===== src/rtl/lv_power_sequencer_if.sv =====
// lv_power_sequencer_if: request, alert and status signals of the power sequencer
interface lv_power_sequencer_if;
  logic       i_start;
  logic       i_shutdown;
  logic       i_clear_fault;
  logic [5:0] i_vp12_mask;
  logic       i_vp2v5_alert_n;
  logic       i_vp3v3_alert_n;
  logic [5:0] i_vp12_alert_n;
  logic       o_en_3v3;
  logic       o_en_2v5;
  logic [5:0] o_vp12_en;
  logic       o_xmc_jtag_en;
  logic       o_xmc_reset_n;
  logic       o_pwr_good;
  logic       o_fault;
  logic [7:0] o_fault_src;
  logic [3:0] o_state;
  modport master (
    output i_start, i_shutdown, i_clear_fault, i_vp12_mask,
           i_vp2v5_alert_n, i_vp3v3_alert_n, i_vp12_alert_n,
    input  o_en_3v3, o_en_2v5, o_vp12_en, o_xmc_jtag_en, o_xmc_reset_n,
           o_pwr_good, o_fault, o_fault_src, o_state
  );
  modport slave (
    input  i_start, i_shutdown, i_clear_fault, i_vp12_mask,
           i_vp2v5_alert_n, i_vp3v3_alert_n, i_vp12_alert_n,
    output o_en_3v3, o_en_2v5, o_vp12_en, o_xmc_jtag_en, o_xmc_reset_n,
           o_pwr_good, o_fault, o_fault_src, o_state
  );
endinterface


===== src/rtl/lv_power_sequencer.sv =====
// lv_power_sequencer: LV rail ramp, XMC4300 strap/boot, VP12 rail stepping and filtered alert shutdown
module lv_power_sequencer #(
  parameter int LV_SETTLE  = 1_000_000,
  parameter int STRAP_HOLD = 1_000,
  parameter int BOOT_HOLD  = 100_000,
  parameter int RAIL_STEP  = 500_000,
  parameter int FILT       = 16
) (
  input logic clk_axi,
  input logic rst,
  lv_power_sequencer_if.slave bus
);
  typedef enum logic [3:0] {
    S_OFF = 4'd0, S_LV_ON = 4'd1, S_STRAP = 4'd2, S_BOOT = 4'd3,
    S_RAIL = 4'd4, S_ON = 4'd5, S_SD = 4'd6, S_FAULT = 4'd7
  } state_t;
  localparam int FW = $clog2(FILT + 1);
  state_t         r_state, w_state_n;
  logic [23:0]    r_cnt, w_cnt_n;
  logic [2:0]     r_idx, w_idx_n;
  logic [5:0]     r_mask, w_mask_n;
  logic [7:0]     r_src, w_src_n;
  logic [7:0]     r_s1, r_s2, w_decl, w_arm, w_hit;
  logic [FW-1:0]  r_fc [8];
  logic           r_en_lv, r_jtag, r_xrst_n, r_pg, r_fault;
  logic [5:0]     r_vp12_en, w_vp12_n, w_upto;
  logic           w_en_lv_n, w_jtag_n, w_xrst_n_n, w_busy, w_lv_arm;
  // Alert bit order {3v3, 2v5, vp12[5:0]} matches fault_src
  always_ff @(posedge clk_axi) begin
    if (rst) begin
      r_s1 <= '1;
      r_s2 <= '1;
    end else begin
      r_s1 <= {bus.i_vp3v3_alert_n, bus.i_vp2v5_alert_n, bus.i_vp12_alert_n};
      r_s2 <= r_s1;
    end
  end
  always_ff @(posedge clk_axi) begin
    for (int k = 0; k < 8; k++)
      r_fc[k] <= (rst || r_s2[k]) ? '0 : (r_fc[k] == FW'(FILT)) ? r_fc[k] : r_fc[k] + 1'b1;
  end
  always_comb begin
    w_decl = '0;
    for (int k = 0; k < 8; k++) w_decl[k] = r_fc[k] == FW'(FILT);
  end
  assign w_busy   = r_state inside {S_LV_ON, S_STRAP, S_BOOT, S_RAIL, S_ON};
  assign w_lv_arm = r_state inside {S_STRAP, S_BOOT, S_RAIL, S_ON, S_SD};
  assign w_arm    = {{2{w_lv_arm}}, r_vp12_en};
  assign w_hit    = w_decl & w_arm;
  always_comb begin
    w_state_n = r_state;
    w_cnt_n   = r_cnt;
    w_idx_n   = r_idx;
    w_mask_n  = r_mask;
    w_src_n   = r_src;
    case (r_state)
      S_OFF: if (bus.i_start && !bus.i_shutdown) begin
        w_state_n = S_LV_ON;
        w_cnt_n   = 24'(LV_SETTLE - 1);
        w_mask_n  = bus.i_vp12_mask;
      end
      S_LV_ON: if (r_cnt == '0) begin
        w_state_n = S_STRAP;
        w_cnt_n   = 24'(STRAP_HOLD - 1);
      end else w_cnt_n = r_cnt - 24'd1;
      S_STRAP: if (r_cnt == '0) begin
        w_state_n = S_BOOT;
        w_cnt_n   = 24'(BOOT_HOLD - 1);
      end else w_cnt_n = r_cnt - 24'd1;
      S_BOOT: if (r_cnt == '0) begin
        w_state_n = S_RAIL;
        w_idx_n   = '0;
        w_cnt_n   = 24'(RAIL_STEP - 1);
      end else w_cnt_n = r_cnt - 24'd1;
      // Unmasked rails advance after a single cycle
      S_RAIL: if (!r_mask[r_idx] || r_cnt == '0) begin
        if (r_idx == 3'd5) w_state_n = S_ON;
        else begin
          w_idx_n = r_idx + 3'd1;
          w_cnt_n = 24'(RAIL_STEP - 1);
        end
      end else w_cnt_n = r_cnt - 24'd1;
      S_ON: ;
      S_SD: if (r_cnt == '0) w_state_n = S_OFF;
      else w_cnt_n = r_cnt - 24'd1;
      default: if (bus.i_clear_fault && !(|w_decl)) begin
        w_state_n = S_OFF;
        w_src_n   = '0;
      end
    endcase
    if (bus.i_shutdown && w_busy) begin
      w_state_n = S_SD;
      w_cnt_n   = 24'(RAIL_STEP - 1);
    end
    if (|w_hit) begin
      w_state_n = S_FAULT;
      w_src_n   = w_hit;
    end
  end
  // Outputs are decoded from the next state so they change on the same edge as the state
  always_comb begin
    w_upto     = 6'((7'd2 << w_idx_n) - 7'd1);
    w_en_lv_n  = (w_state_n inside {S_LV_ON, S_STRAP, S_BOOT, S_RAIL, S_ON}) || (w_state_n == S_SD && r_en_lv);
    w_jtag_n   = (w_state_n inside {S_STRAP, S_BOOT}) || (w_state_n == S_SD && r_jtag);
    w_xrst_n_n = (w_state_n inside {S_BOOT, S_RAIL, S_ON}) || (w_state_n == S_SD && r_xrst_n);
    w_vp12_n   = (w_state_n == S_RAIL) ? (w_mask_n & w_upto) : (w_state_n == S_ON) ? w_mask_n : '0;
  end
  always_ff @(posedge clk_axi) begin
    if (rst) begin
      r_state   <= S_OFF;
      r_cnt     <= '0;
      r_idx     <= '0;
      r_mask    <= '0;
      r_src     <= '0;
      r_en_lv   <= 1'b0;
      r_jtag    <= 1'b0;
      r_xrst_n  <= 1'b0;
      r_vp12_en <= '0;
      r_pg      <= 1'b0;
      r_fault   <= 1'b0;
    end else begin
      r_state   <= w_state_n;
      r_cnt     <= w_cnt_n;
      r_idx     <= w_idx_n;
      r_mask    <= w_mask_n;
      r_src     <= w_src_n;
      r_en_lv   <= w_en_lv_n;
      r_jtag    <= w_jtag_n;
      r_xrst_n  <= w_xrst_n_n;
      r_vp12_en <= w_vp12_n;
      r_pg      <= w_state_n == S_ON;
      r_fault   <= w_state_n == S_FAULT;
    end
  end
  assign bus.o_en_3v3      = r_en_lv;
  assign bus.o_en_2v5      = r_en_lv;
  assign bus.o_vp12_en     = r_vp12_en;
  assign bus.o_xmc_jtag_en = r_jtag;
  assign bus.o_xmc_reset_n = r_xrst_n;
  assign bus.o_pwr_good    = r_pg;
  assign bus.o_fault       = r_fault;
  assign bus.o_fault_src   = r_src;
  assign bus.o_state       = r_state;
endmodule


===== src/flat_wrapper.sv =====
// flat-port wrapper written by rule: the top's interface ports become plain ports
module lv_power_sequencer_flat 
#(
  parameter int LV_SETTLE  = 1_000_000,
  parameter int STRAP_HOLD = 1_000,
  parameter int BOOT_HOLD  = 100_000,
  parameter int RAIL_STEP  = 500_000,
  parameter int FILT       = 16
)
  (clk_axi, rst, bus_i_start, bus_i_shutdown, bus_i_clear_fault, bus_i_vp12_mask, bus_i_vp2v5_alert_n, bus_i_vp3v3_alert_n, bus_i_vp12_alert_n, bus_o_en_3v3, bus_o_en_2v5, bus_o_vp12_en, bus_o_xmc_jtag_en, bus_o_xmc_reset_n, bus_o_pwr_good, bus_o_fault, bus_o_fault_src, bus_o_state);
  lv_power_sequencer_if bus_i ();
  input logic clk_axi;
  input logic rst;
  input wire logic [$bits(bus_i.i_start)-1:0] bus_i_start;
  input wire logic [$bits(bus_i.i_shutdown)-1:0] bus_i_shutdown;
  input wire logic [$bits(bus_i.i_clear_fault)-1:0] bus_i_clear_fault;
  input wire logic [$bits(bus_i.i_vp12_mask)-1:0] bus_i_vp12_mask;
  input wire logic [$bits(bus_i.i_vp2v5_alert_n)-1:0] bus_i_vp2v5_alert_n;
  input wire logic [$bits(bus_i.i_vp3v3_alert_n)-1:0] bus_i_vp3v3_alert_n;
  input wire logic [$bits(bus_i.i_vp12_alert_n)-1:0] bus_i_vp12_alert_n;
  output wire logic [$bits(bus_i.o_en_3v3)-1:0] bus_o_en_3v3;
  output wire logic [$bits(bus_i.o_en_2v5)-1:0] bus_o_en_2v5;
  output wire logic [$bits(bus_i.o_vp12_en)-1:0] bus_o_vp12_en;
  output wire logic [$bits(bus_i.o_xmc_jtag_en)-1:0] bus_o_xmc_jtag_en;
  output wire logic [$bits(bus_i.o_xmc_reset_n)-1:0] bus_o_xmc_reset_n;
  output wire logic [$bits(bus_i.o_pwr_good)-1:0] bus_o_pwr_good;
  output wire logic [$bits(bus_i.o_fault)-1:0] bus_o_fault;
  output wire logic [$bits(bus_i.o_fault_src)-1:0] bus_o_fault_src;
  output wire logic [$bits(bus_i.o_state)-1:0] bus_o_state;
  assign bus_i.i_start = bus_i_start;
  assign bus_i.i_shutdown = bus_i_shutdown;
  assign bus_i.i_clear_fault = bus_i_clear_fault;
  assign bus_i.i_vp12_mask = bus_i_vp12_mask;
  assign bus_i.i_vp2v5_alert_n = bus_i_vp2v5_alert_n;
  assign bus_i.i_vp3v3_alert_n = bus_i_vp3v3_alert_n;
  assign bus_i.i_vp12_alert_n = bus_i_vp12_alert_n;
  assign bus_o_en_3v3 = bus_i.o_en_3v3;
  assign bus_o_en_2v5 = bus_i.o_en_2v5;
  assign bus_o_vp12_en = bus_i.o_vp12_en;
  assign bus_o_xmc_jtag_en = bus_i.o_xmc_jtag_en;
  assign bus_o_xmc_reset_n = bus_i.o_xmc_reset_n;
  assign bus_o_pwr_good = bus_i.o_pwr_good;
  assign bus_o_fault = bus_i.o_fault;
  assign bus_o_fault_src = bus_i.o_fault_src;
  assign bus_o_state = bus_i.o_state;
  lv_power_sequencer #(.LV_SETTLE(LV_SETTLE), .STRAP_HOLD(STRAP_HOLD), .BOOT_HOLD(BOOT_HOLD), .RAIL_STEP(RAIL_STEP), .FILT(FILT)) u_core (.clk_axi(clk_axi), .rst(rst), .bus(bus_i));
endmodule

===== config.mk =====
export PLATFORM = sky130hd
export DESIGN_NAME = lv_power_sequencer_flat
export DESIGN_NICKNAME = d
export VERILOG_FILES = /design/src/rtl/lv_power_sequencer_if.sv /design/src/rtl/lv_power_sequencer.sv /design/src/flat_wrapper.sv
export SDC_FILE = /design/constraint.sdc
export NUM_CORES = 1
export LEC_CHECK = 0
export BUFFER_PORTS_ARGS = -buffer_cell sky130_fd_sc_hd__buf_2
export CORE_MARGIN = 4
export CORE_UTILIZATION = 45
export CTS_CLUSTER_SIZE = 10
export DETAILED_ROUTE_END_ITERATION = 7
export SLEW_MARGIN = 20
export SYNTH_ARGS = -nofsm -noshare
export SYNTH_HDL_FRONTEND = slang
export SYNTH_SLANG_ARGS = --single-unit

===== constraint.sdc =====
create_clock -name clk_axi -period 3.4 [get_ports clk_axi]
set_input_delay 0.68 -clock clk_axi [delete_from_list [all_inputs] [get_ports clk_axi]]
set_output_delay 0.68 -clock clk_axi [all_outputs]
set_load 0.01 [all_outputs]

# --- Word-level counts from Yosys, hierarchy flattened ---
# Memory sizes are Yosys's and may differ from the RTL's.
# Index checks and enable logic that the tools add are counted.
totals:
  regBits: 72
  ramBits: 40
  inputBits: 19
  output_inout_bits: 24
  word_cells: 146
  mem_count: 1
op_classes:
  addsub: 11
  order_cmp: 1
  eq_ne: 29
  shifts: 1
  mux: 49
  bitwise: 2
  reduce_logical: 38
memory_table:
  columns: ["name", "words", "width", "read_ports", "rd_clocked_by_memory_dff", "wr", "line_no", "source"]
  rows:
  - ["u_core.r_fc", 8, 5, 8, 0, 8, "lv_power_sequencer.sv:24", "logic [FW-1:0] r_fc [8];"]
op_table:
  columns: ["operator", "n"]
  rows:
  - ["$mux W24", 7]
  - ["$pmux W24 S6", 1]
  - ["$mux W5", 16]
  - ["$add A5 B1 Y5 const B", 8]
  - ["$eq A5 B5 Y1 const B", 8]
  - ["$mux W4", 10]
  - ["$eq A4 B3 Y1 const B", 7]
  - ["$pmux W4 S7", 1]
  - ["$logic_not A24 Y1", 1]
  - ["$mux W6", 4]
  - ["$mux W8", 3]
  - ["$sub A24 B1 Y24 const B", 1]
  - ["$mux W19", 1]
  - ["$eq A4 B2 Y1 const B", 4]
  - ["$reduce_or A8 Y1", 2]
  - ["$reduce_bool A5 Y1", 3]
  - ["$logic_or A1 B1 Y1", 12]
  - ["$mux W3", 3]
  - ["$and A8 B8 Y8", 1]
  - ["$eq A4 B1 Y1 const B", 2]
  - ["$reduce_and A4 Y1", 2]
  - ["$reduce_bool A7 Y1", 1]
  - ["$reduce_or A7 Y1", 1]
  - ["$and A6 B6 Y6", 1]
  - ["21 further kinds", 31]

# --- Logic depth before layout (Yosys ltp) ---
# Gate-level depths: netlist of the first run.
# An unclocked memory read counts as a cell.
depth:
  depth_word: 12
  depth_mapped: 14
  ltp_nobuf: 13

# --- Least setup slack after synthesis of the first run ---
# No wires, ideal clock.
synth_timing:
  path_kind: "register to register"
  start: "reg u_core.r_cnt[0]"
  end: "reg u_core.r_vp12_en[5] (netlist: u_core.bus.o_vp12_en[5])"
  setup_ns: 0.074
  t_arrival_ns: 2.714
  required_time_ns: 3.326
  slack_ns: 0.611
  stages_incl_launch_ff: 14
  path_buffers: 1
  synth_period_minus_slack_ns: 2.789
  path_cell_list: "dfxtp_1 inv_1 ha_1 nor4b_4 and4_1 buf_6 nand2_8 a21oi_4 mux2i_1 nor2_1 nand2_1 ha_1 or4_1 a31oi_1"
synth_between:
  elab_chain_cells: 9
  elab_cells_between_ends: 20
  cone_classes: "add/sub (1); eq/ne (2); shift (1); mux (13); bitwise (1); reduce/logical (2)"
synth_lines:
  columns: ["element", "line_no", "source"]
  rows:
  - ["from (decl)", "lv_power_sequencer.sv:19", "logic [23:0] r_cnt, w_cnt_n;"]
  - ["from (signal assigned)", "lv_power_sequencer.sv:123", "r_cnt <= w_cnt_n;"]
  - ["$logic_not A24 Y1 (*)", null, null]
  - ["parallel branches: the longest is 7 deep, another holds $sub A6 B1 Y6", null, null]
  - ["$mux W6 (*)", "lv_power_sequencer.sv:106", "w_vp12_n = (w_state_n == S_RAIL) ? (w_mask_n & w_upto) : (w_state_n == S_ON) ? w_mask_n : '0;"]
  - ["to (signal assigned)", "lv_power_sequencer.sv:130", "r_vp12_en <= w_vp12_n;"]
  - ["to (decl)", "lv_power_sequencer.sv:26", "logic [5:0] r_vp12_en, w_vp12_n, w_upto;"]
# Mark *: on every way between the ends.
# A chain may end at the register's enable or synchronous reset.

# --- Worst setup path in the final report of the first run ---
# Same ends and word-level chain as after synthesis.

==> results by group, run 1 <==
Die
  – Die area: around 0.015 mm²
  – Ports: 43
  – Die Y: 121 µm
  – Starting Density: 0.467
  – Area of the core: between 0.01 and 0.015 mm²
  – Row count: 40
  – Die width: between 100 and 150 µm

Routing
  – DRT iter0 DRCs: 400
  – Wire per inst: roughly 17 µm
  – Total Routed Length: ~14000 µm
  – Vias: 4959
  – ANT nets after route: 0
  – DRC viols: 0
  – First-pass detailed-route iteration total: 5
  – Vias per cell: a little under 6

Worst setup path
  – Reg2reg path depth: 11
  – Crit path buf inv count: 1
  – Crit path kind: reg2reg
  – Worst-path maximum fanout: 8
  – Crit path depth: 11
  – CP dominant cell by count: ha_1
  – Element type at the critical path end: flop
  – Max stage delay cell, worst path: or4_1
  – Critical-path cell list: inv_1, ha_1, nor4b_4, and4_2, nand2_8, a21oi_4, mux2i_1, nand2_1, ha_1, or4_1, a31oi_1
  – Family with the most delay on the worst path: simple AND/OR/NAND/NOR gates
  – Type of element launching the critical path: flop
  – Critical Path AT: around 3.4 ns
  – CP Data Required Time: between 3 and 4 ns
  – Max incr delay on CP: ~0.53 ns

Timing
  – Hold Vio Cnt, Final: 0
  – Sum Neg Setup Slack: 0 ns
  – Minimum clock period: roughly 3.2 ns
  – Fmax: approximately 0.32 GHz
  – RSZ-0062 raised after global routing: false
  – Skew final: about 0.01 ns
  – Final setup vio count: 0
  – Slew Viols, Final: 0
  – Slew margin rel.: 0.554
  – Final period utilization: 0.927
  – Worst-margin pin slew: roughly 0.66 ns

Final layout
  – Ratio of cells with drive above 1 in the final layout: 0.170
  – Nets@finish: roughly 720
  – Diodes inserted: 0
  – Area growth syn-to-layout: 12.8%
  – Post-Layout Inst Area: 0.00643 mm²

Status
  – Status: finished, final reports clean

Yosys
  – Number of flops mapped to enable cells by yosys: 0
  – Asr flop ratio synth: 0
  – Synthesis Warnings: 0
  – Cell area after synthesis: approximately 0.0057 mm²
  – Syn Inst Count: ~640
  – Synth cell types: 72
  – Post-synthesis sequential area ratio: 0.393
  – Syn Area/Cell: a little under 9 µm²
  – Most used DFF post-synth: dfxtp_1
  – Yosys reg bits: about 110
  – Syn nets: 683

Global routing
  – Initial antenna violation count: 0
  – Vias in the first global route: 4735
  – GR Overflow Total: 0
  – First-pass GRT wire length: ~23000 µm
  – Largest net degree at the start of global routing: 66
  – Gr usage total: 0.197

Pwr
  – Worst VDD drop: between 0.0004 and 0.0005 V
  – Leakage Power: between 0.002 and 0.0025 µW
  – Power Dens Cells: between 600 and 700 mW/mm²

Clock tree
  – CTS buffer count: 9
  – Clk Latency, worst-skew pair: approximately 0.35 ns
  – Clock tree from TritonCTS: yes
  – Clock-pin slew on the worst setup and hold paths: 0.07 ns
  – Clock Tree Buf Depth: 2
  – CTS Hold Buffers Added: 0
  – Post-CTS Setup Inserts: 0
  – Clock root buffer master: clkbuf_16
  – Max H-tree Level: 3
  – Clk sinks: 112

Worst hold path
  – Hold path cells: 1
  – Worst Hold Class: reg2reg

Placement
  – Area of placed instances: about 0.006 mm²
  – DP Wirelength: around 10000 µm
  – Port Buffers: 42
  – GP Congestion: 0.920

Job
  – Number of max-cap violations: 0
[layer usage]
metal | track usage | vias to the layer above | wire, µm
li1 | - | 2416 | -
met1 | 0.261 | 2378 | 6710
met2 | 0.318 | 143 | 6540
met3 | 0.0393 | 22 | 727
met4 | 0.0751 | 0 | 250
met5 | 0 | - | 0
[cell families after synthesis]
kind of cell | after synthesis | share of synthesized area
XOR/XNOR | 43 | 0.0660
flip-flops | 112 | 0.393
AO/OA/AOI/OAI | 114 | 0.145
adder cells (fa/ha/maj) | 20 | 0.0439
buffers and inverters | 66 | 0.0515
multiplexers | 20 | 0.0375
AND/OR/NAND/NOR | 269 | 0.263
[final timing paths]
| kind | startpoint | to | slack (ns) |
|---|---|---|---|
| max | u_core.r_cnt[0] | u_core.bus.o_vp12_en[5] | 0.25 |
| min | u_core.r_s1[2] | u_core.r_s2[2] | 0.41 |
| max reg2reg | u_core.r_cnt[0] | u_core.bus.o_vp12_en[5] | 0.25 |
| min reg2reg | u_core.r_s1[2] | u_core.r_s2[2] | 0.41 |
[layout by cell type, fill, tap and decap left out, types with 3 or more instances in the layout]
cell,count
xor2_1,24
nand3_1,32
and3_1,7
nand4_1,13
a21oi_1,24
buf_4,24
o211ai_1,6
a22oi_1,12
nor2_1,53
o21a_1,3
xnor2_1,19
dfxtp_1,112
clkbuf_16,9
ha_1,20
a2bb2oi_1,4
a2111oi_0,3
buf_2,42
o21ai_0,9
a221oi_1,3
or3_1,10
o2111ai_1,3
nor4_1,9
inv_1,27
nor3_1,54
nor4bb_1,8
mux2i_1,18
a31oi_1,13
a211oi_1,8
nand2_1,35
or2_2,18
nand2b_1,3
and2_1,6
[area by class of cell]
class,instances,area [µm²]
Fill cell,1185,5780
Multi-Input combinational cell,466,3170
Sequential cell,112,2240
Timing Repair Buffer,66,390
Clock buffer,11,233
Tap cell,168,210
Inverter,27,101
Clock inverter,5,87.6
[power by group]
part | internal (µW) | leakage [µW] | total (µW) | switching [µW]
clock network | 655 | 0.000152 | 1150 | 495
registers | 1450 | 0.000912 | 1640 | 192
logic | 658 | 0.00135 | 1700 | 1040
[flip-flops by register name (all words and copies together) (netlist names)]
signal,flops
u_core.bus.o_state,4
u_core.bus.o_pwr_good,1
u_core.bus.o_fault_src,8
u_core.bus.o_en_2v5,1
u_core.r_s1,8
u_core.bus.o_xmc_jtag_en,1
u_core.r_s2,8
u_core.r_cnt,24
u_core.r_idx,3
u_core.bus.o_fault,1
u_core.bus.o_vp12_en,6
u_core.r_fc,40
u_core.bus.o_xmc_reset_n,1
u_core.r_mask,6
[timing repair]
item                                    CTS  global route
hold endpoints to repair                  0             0
gates resized for setup                   0             1
endpoints found under the setup margin    0             1
[stage by stage]
step / util / total power (µW) / cells / setup WS [ns] / hold WS (ns)
floorplan: - / 2920 / 644 / 0.611 / 0.389
global placement: 0.501 / 3300 / 839 / 0.371 / 0.392
detailed placement: 0.501 / 3330 / 839 / 0.274 / 0.394
CTS: 0.527 / 4490 / 855 / 0.210 / 0.412
global route: 0.527 / 4760 / 855 / 0.0288 / 0.435
finish: 0.527 / 4490 / 855 / 0.247 / 0.410
[synthesized netlist by cell type (all sizes together), types with 12 or more instances]
master  count  area, µm²
a21oi      25        136
a22oi      12       90.1
a31oi      13       81.3
clkbuf     28        115
dfxtp     112       2240
ha         20        250
inv        27        101
mux2i      18        180
nand2      36        151
nand3      32        160
nand4      15        106
nor2       54        210
nor3       55        280
nor4       13        124
or2        18        113
xnor2      19        166
xor2       24        210
Power figures use the tool's default switching activity.
==> run 2, diff against run 1 <==
--- a/config.mk
+++ b/config.mk
@@ -6,10 +6,10 @@
 export NUM_CORES = 1
 export LEC_CHECK = 0
 export BUFFER_PORTS_ARGS = -buffer_cell sky130_fd_sc_hd__buf_2
-export CORE_MARGIN = 4
 export CORE_UTILIZATION = 45
 export CTS_CLUSTER_SIZE = 10
 export DETAILED_ROUTE_END_ITERATION = 7
+export HOLD_SLACK_MARGIN = 0.12
 export SLEW_MARGIN = 20
 export SYNTH_ARGS = -nofsm -noshare
 export SYNTH_HDL_FRONTEND = slang
==> run 2 against run 1 <==
Effect of this change: worst setup slack gained 0.094 ns; critical endpoint is now u_core.bus.o_vp12_en[2]; maximum frequency rose by 3.1%; critical path depth decreased by 3; critical path type unchanged.
==> results by group, run 2 (same netlist as run 1, synthesis figures left out) <==
Worst hold path
  – Worst Hold Class: reg2reg
  – Hold path endpoint: u_core.r_s2[1]
  – HP Start: u_core.r_s1[1]
  – Hold path cells: 1 (unchanged)

Worst setup path
  – Critical Path AT: 3.26 ns (-0.17 ns)
  – Worst-path maximum fanout: 8 (unchanged)
  – Crit path kind: reg2reg
  – CP Data Required Time: 3.60 ns (-0.08 ns)
  – Family with the most delay on the worst path: simple AND/OR/NAND/NOR gates
  – RR Startpoint: u_core.r_cnt[19]
  – Crit path buf inv count: 0 (-1)
  – Critical-path cell list: nor4_2, and4_1, nand2_8, a21oi_4, mux2_2, nand2_1, ha_1, a2111oi_0
  – Reg2reg path depth: 8 (-3)
  – Flop2flop setup slack: 0.34 ns (+0.09 ns)
  – Max stage delay cell, worst path: a2111oi_0
  – Type of element launching the critical path: flop
  – Element type at the critical path end: flop
  – Crit Reg-Reg Endpoint: u_core.bus.o_vp12_en[2]
  – Max incr delay on CP: 0.54 ns (about the same)

Die
  – Die area: 0.0131 mm² (-9.7%)
  – Die width: 115 µm (-5.0%)
  – Die Y: 115 µm (-5.0%)
  – Row count: 40 (unchanged)
  – Area of the core: 0.0122 mm² (-0.41%)
  – Ports: 43 (unchanged)
  – Starting Density: 0.469 (+0.00192)

Routing
  – Wire per inst: 16.5 µm (-0.58%)
  – ANT nets after route: 0 (unchanged)
  – Vias: 4921 (-0.77%)
  – Total Routed Length: 14100 µm (-0.58%)
  – DRT iter0 DRCs: 363 (-9.3%)
  – Vias per cell: 5.76 (-0.77%)
  – DRC viols: 0 (unchanged)
  – First-pass detailed-route iteration total: 5 (unchanged)

Timing
  – Final setup vio count: 0 (unchanged)
  – Slew margin rel.: 0.347 (-0.207)
  – Final period utilization: 0.900 (-0.0275)
  – Minimum clock period: 3.06 ns (-0.0936 ns)
  – Hold Vio Cnt, Final: 0 (unchanged)
  – Slew Viols, Final: 0 (unchanged)
  – Sum Neg Setup Slack: 0 ns (unchanged)
  – RSZ-0062 raised after global routing: false
  – Fmax: 0.327 GHz (+3.1%)
  – Worst-margin pin slew: 0.973 ns (+0.308 ns)
  – Skew final: 0.00561 ns (-0.00435 ns)

Job
  – Number of max-cap violations: 0 (unchanged)

Final layout
  – Top flop regs: u_core.r_fc x40, u_core.r_cnt x24
  – Post-Layout Inst Area: 0.00645 mm² (+0.33%)
  – Ratio of cells with drive above 1 in the final layout: 0.172 (+0.00146)
  – Area growth syn-to-layout: 13.2%
  – Commonest non-fill, non-tap cell in the layout: dfxtp_1
  – Nets@finish: 721 (unchanged)
  – Most frequent cells in the layout: dfxtp_1 (112), nor3_1 (54), nor2_1 (53), buf_2 (42), nand2_1 (35)
  – Biggest register: u_core.r_fc
  – Max FFs per register: 40 (unchanged)
  – Layout Cells excl Fill: 855 (unchanged)
  – Diodes inserted: 0 (unchanged)

Clock tree
  – Clock-pin slew on the worst setup and hold paths: 0.08 ns (about the same)
  – Max H-tree Level: 3 (unchanged)
  – Clock Tree Buf Depth: 2 (unchanged)
  – CTS resizes: 0 (unchanged)
  – Post-CTS Setup Inserts: 0 (unchanged)
  – Clock tree from TritonCTS: yes
  – Clk sinks: 112 (unchanged)
  – CTS buffer count: 9 (unchanged)
  – CTS Hold Buffers Added: 0 (unchanged)
  – Clock root buffer master: clkbuf_16
  – Clk Latency, worst-skew pair: 0.36 ns (about the same)

Global routing
  – Vias in the first global route: 4800 (+1.4%)
  – Largest net degree at the start of global routing: 89 (+35%)
  – Gr usage total: 0.229 (+0.0315)
  – Layer with the highest usage: met2
  – GR Overflow Total: 0 (unchanged)
  – First-pass GRT wire length: 23500 µm (+1.1%)
  – M1 GR Usage: 0.290 (+0.0291)
  – Initial antenna violation count: 0 (unchanged)
  – Global-route met3 utilization: 0.0561 (+0.0168)
  – Met2 Usage GRT: 0.373 (+0.0555)

Pwr
  – Leakage Power: 0.00242 µW (+0.48%)
  – Worst VDD drop: 0.000484 V (+18%)
  – Power Dens Cells: 696 mW/mm² (-0.35%)
  – Tot Pwr: 4490 µW (about the same)

Placement
  – Area of placed instances: 0.00612 mm² (+0.20%)
  – DP Wirelength: 10300 µm (-1.4%)
  – Placed Instances: 839 (unchanged)
  – GP Congestion: 0.917 (-0.27%)
  – Port Buffers: 42 (unchanged)

Status
  – Status: finished, final reports clean
==> run 2: metrics by stage <==
step                      setup slack (ns)  hold WS [ns]  utilization
after global placement               0.423         0.393        0.504
after global routing               0.00484         0.423        0.531
after floorplan                      0.611         0.389            -
final                                0.341         0.411        0.531
after detailed placement             0.351         0.392        0.504
after CTS                            0.346         0.412        0.531
==> run 2: cell type report <==
class                   count  area [µm²]
flip-flops and latches    112        2240
inverters                  27         101
well taps                 168         210
fillers                  1153        5710
repair buffers             66         403
multi-input cells         466        3170
clock buffers               9         225
clock inverters             7         105
==> run 2: how the worst max path moves through the flow <==
stage                                    to  slack, ns              from  depth (start not counted)
floorplan           u_core.bus.o_vp12_en[5]       0.61   u_core.r_cnt[0]                         13
global placement    u_core.bus.o_vp12_en[2]       0.42   u_core.r_cnt[0]                         10
detailed placement  u_core.bus.o_vp12_en[2]       0.35   u_core.r_cnt[0]                         10
CTS                 u_core.bus.o_vp12_en[2]       0.35   u_core.r_cnt[0]                         10
global route        u_core.bus.o_vp12_en[2]      0.005  u_core.r_cnt[19]                          9
finish              u_core.bus.o_vp12_en[2]       0.34  u_core.r_cnt[19]                          8
==> run 2: report_power, final <==
part           total (µW)  internal (µW)  switching [µW]
sequential           1660           1450             212
combinational        1700            667            1030
clock                1140            596             539
==> run 2: metal layers <==
metal	vias up	routed length, µm
met5	-	0
met4	0	340
met3	32	688
met2	149	6540
met1	2333	6580
li1	2407	-
